`src/rtl/decoder_pkg.sv`:
```
// Shared types for the 2-to-4 decoder stream: code/line widths, the FIFO entry
// layout, the occupancy state and the one-hot decode helper.
package decoder_pkg;

  localparam int CODE_W = 2;
  localparam int LINES  = 4;

  typedef logic [CODE_W-1:0] code_t;
  typedef logic [LINES-1:0]  lines_t;

  typedef struct packed {
    code_t code;
    logic  en;
  } entry_t;

  typedef enum logic [1:0] {
    OCC_EMPTY,
    OCC_PARTIAL,
    OCC_FULL
  } occ_t;

  function automatic lines_t onehot(input entry_t e);
    lines_t l;
    l = '0;
    if (e.en) l[e.code] = 1'b1;
    return l;
  endfunction

endpackage

```
`src/rtl/decoder_fifo.sv`:
```
// Small power-of-two FIFO of decoder entries with ready/valid on both sides.
// Ready and valid come only from registered occupancy, never from the other side.
module decoder_fifo
  import decoder_pkg::*;
#(
  parameter int DEPTH = 2
) (
  input  logic                     clk,
  input  logic                     rst_n,
  input  logic                     push_valid_i,
  output logic                     push_ready_o,
  input  entry_t                   push_data_i,
  output logic                     pop_valid_o,
  input  logic                     pop_ready_i,
  output entry_t                   head_o,
  output logic [$clog2(DEPTH):0]   count_o
);

  localparam int PTR_W = $clog2(DEPTH);
  localparam int OCC_W = $clog2(DEPTH) + 1;

  entry_t             mem_q [DEPTH];
  logic [PTR_W-1:0]   wrPtr_q, wrPtr_d;
  logic [PTR_W-1:0]   rdPtr_q, rdPtr_d;
  logic [OCC_W-1:0]   count_q, count_d;
  occ_t               occ;
  logic               pushFire, popFire;

  // State register: storage is cleared too so nothing stale survives a reset.
  always_ff @(posedge clk or negedge rst_n) begin
    if (!rst_n) begin
      wrPtr_q <= '0;
      rdPtr_q <= '0;
      count_q <= '0;
      for (int i = 0; i < DEPTH; i++) mem_q[i] <= '0;
    end else begin
      wrPtr_q <= wrPtr_d;
      rdPtr_q <= rdPtr_d;
      count_q <= count_d;
      if (pushFire) mem_q[wrPtr_q] <= push_data_i;
    end
  end

  always_comb begin
    pushFire = push_valid_i && push_ready_o;
    popFire  = pop_valid_o && pop_ready_i;
    wrPtr_d  = wrPtr_q + PTR_W'(pushFire);
    rdPtr_d  = rdPtr_q + PTR_W'(popFire);
    count_d  = count_q + OCC_W'(pushFire) - OCC_W'(popFire);
  end

  always_comb begin
    if (count_q == '0)                occ = OCC_EMPTY;
    else if (count_q == OCC_W'(DEPTH)) occ = OCC_FULL;
    else                              occ = OCC_PARTIAL;
    push_ready_o = (occ != OCC_FULL);
    pop_valid_o  = (occ != OCC_EMPTY);
    head_o       = mem_q[rdPtr_q];
    count_o      = count_q;
  end

endmodule

```
`src/rtl/decoder2to4_stream.sv`:
```
// Registered 2-to-4 decoder behind a small FIFO. Define DECODER_STATS_EN to add
// saturating per-line pop counters (stat_clr / hit_cnt ports, CNT_W parameter).
module decoder2to4_stream
  import decoder_pkg::*;
#(
  parameter int DEPTH = 2
`ifdef DECODER_STATS_EN
  ,
  parameter int CNT_W = 8
`endif
) (
  input  logic                     clk,
  input  logic                     rst_n,
  input  logic                     in_valid,
  output logic                     in_ready,
  input  logic [CODE_W-1:0]        in_code,
  input  logic                     in_en,
  output logic                     out_valid,
  input  logic                     out_ready,
  output logic [LINES-1:0]         out_lines,
  output logic [$clog2(DEPTH):0]   count
`ifdef DECODER_STATS_EN
  ,
  input  logic                     stat_clr,
  output logic [LINES*CNT_W-1:0]   hit_cnt
`endif
);

  entry_t pushEntry;
  entry_t headEntry;

  assign pushEntry = '{code: in_code, en: in_en};

  decoder_fifo #(
    .DEPTH(DEPTH)
  ) u_fifo (
    .clk          (clk),
    .rst_n        (rst_n),
    .push_valid_i (in_valid),
    .push_ready_o (in_ready),
    .push_data_i  (pushEntry),
    .pop_valid_o  (out_valid),
    .pop_ready_i  (out_ready),
    .head_o       (headEntry),
    .count_o      (count)
  );

  assign out_lines = out_valid ? onehot(headEntry) : '0;

`ifdef DECODER_STATS_EN
  logic [CNT_W-1:0] hitCnt_q [LINES];
  logic [CNT_W-1:0] hitCnt_d [LINES];
  logic             popFire;

  assign popFire = out_valid && out_ready;

  // Clear wins over a same-cycle increment; counters stick at all-ones.
  always_comb begin
    for (int k = 0; k < LINES; k++) begin
      hitCnt_d[k] = hitCnt_q[k];
      if (stat_clr)
        hitCnt_d[k] = '0;
      else if (popFire && out_lines[k] && (hitCnt_q[k] != '1))
        hitCnt_d[k] = hitCnt_q[k] + 1'b1;
    end
  end

  always_ff @(posedge clk or negedge rst_n) begin
    if (!rst_n) begin
      for (int k = 0; k < LINES; k++) hitCnt_q[k] <= '0;
    end else begin
      for (int k = 0; k < LINES; k++) hitCnt_q[k] <= hitCnt_d[k];
    end
  end

  for (genvar g = 0; g < LINES; g++) begin : g_hit
    assign hit_cnt[g*CNT_W +: CNT_W] = hitCnt_q[g];
  end
`endif

endmodule

```
`config.mk`:
```
export PLATFORM = sky130hd
export DESIGN_NAME = decoder2to4_stream
export DESIGN_NICKNAME = d
export VERILOG_FILES = /design/src/rtl/decoder_pkg.sv /design/src/rtl/decoder_fifo.sv /design/src/rtl/decoder2to4_stream.sv
export SDC_FILE = /design/constraint.sdc
export NUM_CORES = 1
export LEC_CHECK = 0
export CORE_AREA = 2 2 39 41
export DETAILED_ROUTE_END_ITERATION = 12
export DIE_AREA = 0 0 41 43
export PLACE_DENSITY_LB_ADDON = 0.3
export SKIP_CTS_REPAIR_TIMING = 1
export SYNTH_ARGS = -nofsm -noshare
export SYNTH_HDL_FRONTEND = slang
export SYNTH_HIERARCHICAL = 1
export SYNTH_SLANG_ARGS = --single-unit
export TNS_END_PERCENT = 100
```
`constraint.sdc`:
```
create_clock -name clk -period 3.7 [get_ports clk]
set_input_delay 0.925 -clock clk [delete_from_list [all_inputs] [get_ports clk]]
set_output_delay 0.925 -clock clk [all_outputs]
set_load 0.02 [all_outputs]
```
==> metrics <==
Ports=15; initial core utilization=40.24%; Largest stage delay, worst path=0.60 ns; # diodes=0; Syn Inst Count=42; Seq pwr share=33.9%; Hold/Removal Path Class=flip-flop to flip-flop; FF-to-FF path depth=4; die area=1763 sq um; FFs w/ async S/R, synth=100.0%; Num CTS Buffers=3; Slew Limit Headroom=70.90%; Post-Syn Nets=51; post-layout min period=2.879 ns; post-synthesis sequential area ratio=44.94%; most frequent cell after synthesis=dfrtp_1; Root Driver=clkbuf_4; top cell family by delay on the critical path=buffers and inverters; vias in the first global route=343; core area=1384 sq um; Crit Path Class=flip-flop to output port; Critical Path RT=2.77 ns; Final ANT Viol Nets=0; Net Sw Frac=36.70%; Max Clk Rate=347.3 MHz; crit path max fanout=4; Cell Area, Synth=556.8 sq um; final hold vios=0; clock buffer depth=2; Synth area leaders=dfrtp_1, mux2_2, mux2_4, ha_1, and4b_2; Die W=41 um; post-synth top area share=44.94%; Distinct cells, synth=21; critical path depth=3; ratio of cells with drive above 1 in the final layout=35.59%; routability cong.=0.6371; Pwr Total=0.6619 mW; clk_lat worst skew=0.26 ns; worst slew pin tran=0.4351 ns; Clk network pwr share=10.8%; PortBufs=14; Max Cap Viol=0; mean routed wirelength per cell=12.73 um; Rows=14; leakage power=0.3206 nW; Die Y=43 um; CTS tree=built; post-detail-place hpwl=728.5 um; CP endpoint kind=output port; Inst Count DP=72; Final Setup Violations=0; syn avg cell area=13.26 sq um; Gate power share=55.3%; Synth top cells by count=dfrtp_1, mux2_2, mux2_4; leading area contributor after synthesis=dfrtp_1; total gr overflow=0; #FFs+latches synth=10; Critical Path Source Type=flip-flop; final layout net count=70; Final TNS setup=0 ns; worst vdd ir=0.4280 mV; worst path cell trace=mux2_2 -> and4bb_2 -> clkdlybuf4s50_1; largest net degree at the start of global routing=11; CP Buf/Inv Count=1; number of synthesized flops with an enable pin=0; Layout area overhead=32.81%; clk_skew=0.001622 ns; number of max-slew violations in the final report=0; outcome=finished clean; final hold slack=0.5124 ns; Reg clk slew, reported paths=0.06 ns; most common flop cell mapped by yosys=dfrtp_1; first-pass GRT wire length=1.476 mm; WP data arrival=1.95 ns; Post-route DRC=0; DR iter-0 viols=9; overall global routing resource usage=12.91%; slowest CP cell=clkdlybuf4s50_1; Post-Route WL=955 um; power density cells=895.2 nW/um^2; fin crit share=77.81%; initial antenna violation count=0; Syn. warnings=6; Net Sw Power=0.2429 mW; cell-internal power=0.4190 mW; via count=380; vias per cell=5.067; Hold Path Depth=1; RSZ-0062 raised after global routing=false; fin cells=75; TritonRoute pass-1 iters=2; CTS H-tree depth=1; Sink Count=10
[worst register-to-register path, delay by kind of cell (launching register included)]
kind	cells	cell delay, ns
adders and majority gates	1	0.20
DFF	1	0.47
muxes	1	0.35
and+or+nand+nor	2	0.34
[cell families (layout without fill, tap and decap cells)]
family | after synthesis | in the layout | share of synthesized area [%]
and+or+nand+nor | 13 | 13 | 20.23
buffers and inverters | 2 | 19 | 1.349
DFF | 10 | 10 | 44.94
AOI/OAI and AO/OA | 4 | 4 | 5.618
adders and majority gates | 2 | 2 | 4.494
xor gates and xnor gates | 2 | 2 | 3.147
muxes | 9 | 9 | 20.22
[cell type report]
| type | instances | area (sq um) |
|---|---|---|
| clock buffer | 3 | 22.52 |
| timing repair buffer | 14 | 140.1 |
| inverter | 2 | 7.507 |
| fill | 133 | 644.4 |
| tap | 16 | 20.02 |
| sequential | 10 | 250.2 |
| multi-input combinational | 30 | 299.0 |
[metrics by stage]
stage | setup WS, ns | cell area (sq um) | util, %
2_1_floorplan | 1.540 | 556.8 | -
3_3_place_gp | 1.139 | 716.9 | 51.81
3_5_place_dp | 1.114 | 716.9 | 51.81
4_1_cts | 0.8221 | 739.5 | 53.44
5_1_grt | 0.7658 | 739.5 | 53.44
6_report | 0.8209 | 739.5 | 53.44
[flip-flops by register name, summed over array words and instances (netlist names)]
signal	count
u_fifo/mem_q	6
u_fifo/count_o	2
u_fifo/rdPtr_q	1
u_fifo/wrPtr_q	1
[power groups by stage]
stage	Sequential, mW	Clock (mW)	Combinational (mW)
after floorplan	0.224	0	0.241
after global placement	0.227	0	0.363
after detailed placement	0.227	0	0.368
after CTS	0.225	0.0755	0.369
after global routing	0.233	0.0796	0.394
final	0.224	0.0716	0.366
[worst paths after layout]
check / from / to / slack, ns
worst max-delay path: u_fifo/rdPtr_q / out_lines[0] / 0.82
worst min-delay path: u_fifo/mem_q[5] / u_fifo/mem_q[5] / 0.51
worst max register to register: u_fifo/count_o[0] / u_fifo/mem_q[3] / 2.23
worst min register to register: u_fifo/mem_q[5] / u_fifo/mem_q[5] / 0.51
max in group asynchronous: rst_n / u_fifo/mem_q[5] / 2.43
min in group asynchronous: rst_n / u_fifo/mem_q[1] / 0.97
[cell usage in the layout, fill, tap and decap left out, types with 2 or more instances in the layout]
cell / synthesis / final
and4b_2: 2 / 2
clkbuf_4: 0 / 3
clkdlybuf4s50_1: 0 / 14
dfrtp_1: 10 / 10
ha_1: 2 / 2
inv_1: 2 / 2
mux2_2: 6 / 6
mux2_4: 3 / 3
nor2_1: 2 / 2
xnor2_1: 2 / 2
[routing by layer]
metal  part of all wire (%)  up-vias  global-route usage (%)  wire length, um
met5                      0        -                       0                0
met4                    1.2        0                   8.000               11
met3                    5.3        2                   6.283               51
met2                     45       10                   15.94              425
met1                     49      180                   17.39              467
li1                       -      188                       -                -
No activity file was read; power rests on OpenSTA's default activity.
